`config.mk`:
```
export PLATFORM = sky130hd
export DESIGN_NAME = fetch_unit
export DESIGN_NICKNAME = d
export VERILOG_FILES = /design/src/rtl/fetch_unit.sv
export SDC_FILE = /design/constraint.sdc
export NUM_CORES = 1
export LEC_CHECK = 0
export BUFFER_PORTS_ARGS = -buffer_cell sky130_fd_sc_hd__buf_2
export CORE_MARGIN = 3
export CORE_UTILIZATION = 51
export CTS_CLUSTER_SIZE = 20
export DETAILED_ROUTE_END_ITERATION = 10
export PLACE_DENSITY = 0.78
export SYNTH_ARGS = -nofsm -noshare
export SYNTH_HDL_FRONTEND = slang
export SYNTH_SLANG_ARGS = --single-unit
```
`constraint.sdc`:
```
create_clock -name clk -period 2.6 [get_ports clk]
set_clock_uncertainty 0.15 [all_clocks]
set_input_delay 0.65 -clock clk [delete_from_list [all_inputs] [get_ports clk]]
set_output_delay 0.65 -clock clk [all_outputs]
set_load 0.01 [all_outputs]
```
`src/rtl/fetch_unit.sv`:
```
// Purpose: instruction fetch stage; word-indexed PC, direct-jump detect, IF/ID pipeline register.
// Latency: one cycle from rom_addr presentation to the instruction appearing on if_instr/if_pc.
// Backpressure: stall holds PC and IF/ID; redirect/flush insert a bubble and override stall.
module fetch_unit #(
  parameter logic [31:0] RESET_PC = 32'h0000_0000
) (
  input  logic        clk,
  input  logic        rst_n,
  input  logic        stall,
  input  logic        flush,
  input  logic        redirect_valid,
  input  logic [31:0] redirect_target,
  output logic [31:0] rom_addr,
  input  logic [31:0] rom_data,
  output logic        if_valid,
  output logic [31:0] if_pc,
  output logic [31:0] if_instr,
  output logic [31:0] if_pc_plus1,
  output logic [31:0] fetch_count
);

  // Primary opcode of the absolute direct jump (J-type).
  localparam logic [5:0] OP_JUMP = 6'b000010;

  // Architectural state
  logic [31:0] pc_q,          pc_d;
  logic        if_valid_q,    if_valid_d;
  logic [31:0] if_pc_q,       if_pc_d;
  logic [31:0] if_instr_q,    if_instr_d;
  logic [31:0] fetch_count_q, fetch_count_d;

  // Decode helpers for the word currently returned by the ROM
  logic [31:0] pc_plus1;
  logic        is_jump;
  logic [31:0] jump_target;
  logic        ifid_clear;
  logic        ifid_load;

  // Sequential PC and jump-target arithmetic; the jump keeps the region bits of PC+1.
  always_comb begin
    pc_plus1    = pc_q + 32'd1;
    is_jump     = (rom_data[31:26] == OP_JUMP);
    jump_target = {pc_plus1[31:26], rom_data[25:0]};
  end

  // IF/ID control: redirect or flush squash the entry, otherwise stall freezes it.
  always_comb begin
    ifid_clear = redirect_valid | flush;
    ifid_load  = ~ifid_clear & ~stall;
  end

  // Next PC: redirect beats stall, stall beats jump, jump beats sequential.
  always_comb begin
    pc_d = pc_plus1;
    if (redirect_valid) begin
      pc_d = redirect_target;
    end else if (stall) begin
      pc_d = pc_q;
    end else if (is_jump) begin
      pc_d = jump_target;
    end
  end

  // Next IF/ID contents and fetch counter; a squashed entry is zeroed, not just invalidated.
  always_comb begin
    if_valid_d    = if_valid_q;
    if_pc_d       = if_pc_q;
    if_instr_d    = if_instr_q;
    fetch_count_d = fetch_count_q;
    if (ifid_clear) begin
      if_valid_d = 1'b0;
      if_pc_d    = 32'd0;
      if_instr_d = 32'd0;
    end else if (ifid_load) begin
      if_valid_d    = 1'b1;
      if_pc_d       = pc_q;
      if_instr_d    = rom_data;
      fetch_count_d = fetch_count_q + 32'd1;
    end
  end

  // PC register; reset drops any in-flight fetch and restarts at RESET_PC.
  always_ff @(posedge clk or negedge rst_n) begin
    if (!rst_n) begin
      pc_q <= RESET_PC;
    end else begin
      pc_q <= pc_d;
    end
  end

  // IF/ID pipeline register and fetch counter.
  always_ff @(posedge clk or negedge rst_n) begin
    if (!rst_n) begin
      if_valid_q    <= 1'b0;
      if_pc_q       <= 32'd0;
      if_instr_q    <= 32'd0;
      fetch_count_q <= 32'd0;
    end else begin
      if_valid_q    <= if_valid_d;
      if_pc_q       <= if_pc_d;
      if_instr_q    <= if_instr_d;
      fetch_count_q <= fetch_count_d;
    end
  end

  // Outputs: rom_addr comes straight from the register so the ROM sees no input-to-output path.
  always_comb begin
    rom_addr    = pc_q;
    if_valid    = if_valid_q;
    if_pc       = if_pc_q;
    if_instr    = if_instr_q;
    if_pc_plus1 = if_pc_q + 32'd1;
    fetch_count = fetch_count_q;
  end

endmodule

```
==> impl_results.md <==
- Reg2reg start: fetch_count[4]$_DFFE_PN0P_
- Final worst setup slack: -378.1 ps
- Row count: between 40 and 50
- Most frequent cells in the layout: buf_2 (228), dfrtp_1 (127), nand2_1 (64), a22o_1 (64), buf_4 (57)
- Post-DR vias/cell: between 5 and 6
- Die Y-Extent: 120.1 um
- Combinational power share: 14.1%
- WL final: 20990 um
- Die Area: ~14000 um^2
- Initial antenna violation count: 1
- Vias in the first global route: between 6000 and 7000
- DR DRC count: 0
- Finished Core Util: between 70% and 80%
- Top_reg_cell synth: dfrtp_1
- Fraction of registers with async set/reset: 100.0%
- Routed WL per cell: 19.07 um
- Failing checks: negative setup slack
- Syn. warnings: 0
- Worst Tran Pin Value: roughly 590 ps
- Clock Path Buffers: 2
- Met2 Use GR: between 40% and 50%
- CTS tree: done
- Gpl congestion: a little under 0.9
- TritonCTS Sinks: 129
- Pins over their slew limit: 0
- Hold slack: roughly 3.3 ps
- GR peak layer: met2
- Starting Density: roughly 52%
- Switching part of the total: about 28%
- Multi-input gate area in the final layout: between 3000 and 4000 um^2
- IO Count: 230
- Clock power frac: around 44%
- Worst Hold Class: in -> async
- Final-layout fill cell count: 953
- TritonCTS Buffers: 17
- Syn-to-layout area delta: 36.48%
- Slew HR: around three fifths
- Number of synthesized register bits: about 130
- Share of the synthesized area in the top cell type: around half
- Setup crit end kind: primary output
- Layout cells sized above 1: between 30% and 40%
- Final Power: between 0.005 and 0.006 W
- Peak fanout along the critical path: 5
- Global-route wire length before repair: roughly 33000 um
- Tcrit/Tclk final: 114.5%
- Detailed placement HPWL: approximately 15000 um
- Largest cells by area after synthesis: dfrtp_1 (49%), a22o_1 (8.4%), xnor2_1 (6.7%)
- Via count: 6391
- Setup slack after placement: around 13 ps
- Cells along the critical path: nand4_1 > nor4_4 > buf_4 > and3b_2 > nand4_1 > xnor2_1 > buf_2
- Clk_lat worst skew: 410 ps
- Static Leakage: 4.559 nW
- Power per cell area: roughly 600 nW/um^2
- Setup violations, final: 22
- Sum Neg Setup Slack: -5720 ps
- Total gr overflow: 0
- Internal power: slightly below 0.004 W
- H-Tree Depth: 4
- Initial drt markers: just under 600
- CTS hold repair buffers: 0
- Seq/Total Area, Yosys: ~49%
- Outcome: complete, but fails checks
- Worst EP required: around 1800 ps
- Largest net degree at the start of global routing: 50
- Critical path type: reg -> out
- Reg clk slew, reported paths: roughly 60 ps
- Syn Inst Count: around 650
- CP peak stage delay: just under 400 ps
- Minimum clock period: 2978 ps
- CP Launch Type: register
- NetSw: between 0.0015 and 0.002 W
- DIE WIDTH: approximately 120 um
- FMAX: about 340 MHz
- Input/output buffers: 229
- R2R Setup Slk: about 250 ps
- Syn_nets: a little over 700
- Crit-path most repeated cell: nand4_1
- Routing usage on met3: under 10%
- Max_cap viols: 0
- Distinct cells, synth: 52
- Reg power frac: ~42%
- First-pass DRT Iterations: 5
- Most common cell after layout, fill and taps aside: buf_2
- Crit-path slowest cell: dfrtp_1
- Leading area contributor after synthesis: dfrtp_1
- ANT cells: 0
- Clk root buf: clkbuf_16
- Syn avg cell area: about 10 um^2
- Reg area: between 3000 and 4000 um^2
- Max VDD drop: 0.3456 mV
- # nets final: ~1000
- RSZ-0062 raised after global routing: yes
- Critical Path AT: about 2200 ps
- Total track usage: 28.87%
- Critical path origin: if_pc[9]$_DFFE_PN0P_
- EDFF count, synth: 0
- Synthesized cell area: between 6000 and 7000 um^2
- Core area: roughly 13000 um^2
- Met1 GRT Util: between 30% and 40%
- Final Hold Viols: 0
- Final ANT Viol Nets: 0
power by group through the flow:
stage	registers [W]	clock network, W	logic (W)
floorplan	0.00235	0	0.000313
global route	0.00233	0.00251	0.000836
detailed placement	0.00234	0	0.000739
CTS	0.00230	0.00239	0.000759
finish	0.00231	0.00237	0.000766
global placement	0.00233	0	0.000728
cells by family (layout without fill, tap and decap cells):
family | Yosys count | in the layout | synth area share [%]
flops | 129 | 129 | 48.63
mux | 7 | 7 | 1.131
buf+inv | 52 | 333 | 3.110
xor+xnor | 85 | 85 | 11.22
fa+ha+maj | 3 | 3 | 0.5656
compound gates | 135 | 135 | 15.74
simple gates | 237 | 237 | 19.60
repair_timing:
action / in CTS / in global routing
pin swaps: 5 / 10
buffers inserted: 12 / 10
hold endpoints to repair: 0 / 0
resized for setup: 16 / 14
setup endpoints to repair: 22 / 24
area by class of cell:
class	count	area share (%)
well taps	172	2.376
multi-input cells	467	36.93
inverters	12	0.4972
clock inverters	13	1.519
clock buffers	19	5.000
flip-flops and latches	129	35.66
repair buffers	289	18.01
per-stage QoR:
stage,cells,cell area [um^2]
after global placement,1047,8174
after floorplan,648,6638
after global routing,1101,9059
after detailed placement,1047,8174
after CTS,1091,8902
final,1101,9059
routing by layer:
metal,share of wire [%],up-vias
met5,0.062,-
met4,2.7,2
met3,7.1,49
met2,48,287
met1,42,3150
li1,-,2903
final timing paths:
check,endpoint,depth (start not counted)
worst max-delay path,if_pc_plus1[31],7
worst min-delay path,if_pc[19]$_DFFE_PN0P_,1
worst max register to register,fetch_count[31]$_DFFE_PN0P_,5
worst min register to register,fetch_count[31]$_DFFE_PN0P_,1
max in group asynchronous,if_pc[13]$_DFFE_PN0P_,2
min in group clk,rom_addr[17]$_DFFE_PN0P_,3
cell usage after synthesis (2+ instances only):
library cell / instances
or3_1: 3
nand4b_1: 3
nor3b_1: 3
mux2i_1: 3
buf_2: 3
nand4_2: 2
nand2_1: 64
a221o_1: 2
and2_1: 3
nor4_2: 2
a221oi_1: 7
nand3_1: 31
nor2_1: 40
a22oi_1: 11
nor4_4: 2
buf_1: 7
nor4_1: 3
a22o_1: 64
xor2_1: 34
nor3_1: 9
dfrtp_1: 129
o31ai_1: 4
ha_1: 3
clkbuf_1: 29
o221ai_1: 12
nor3_2: 3
and4_1: 6
inv_1: 12
o21ai_0: 15
nand4_1: 29
a21oi_1: 16
and3_1: 9
mux2_2: 4
xnor2_1: 51
nor2b_1: 13
registers in the layout, indices dropped and copies added, names as in the netlist:
name         cells
if_valid         1
rom_addr        32
fetch_count     32
if_pc           32
if_instr        32
worst max-delay path: cells and delay by family, from the launching register on:
family / cells / cell delay [ps]
and+or+nand+nor: 4 / 900
buffers and inverters: 2 / 330
DFF: 1 / 390
xor gates and xnor gates: 1 / 140
Power figures use the tool's default switching activity.
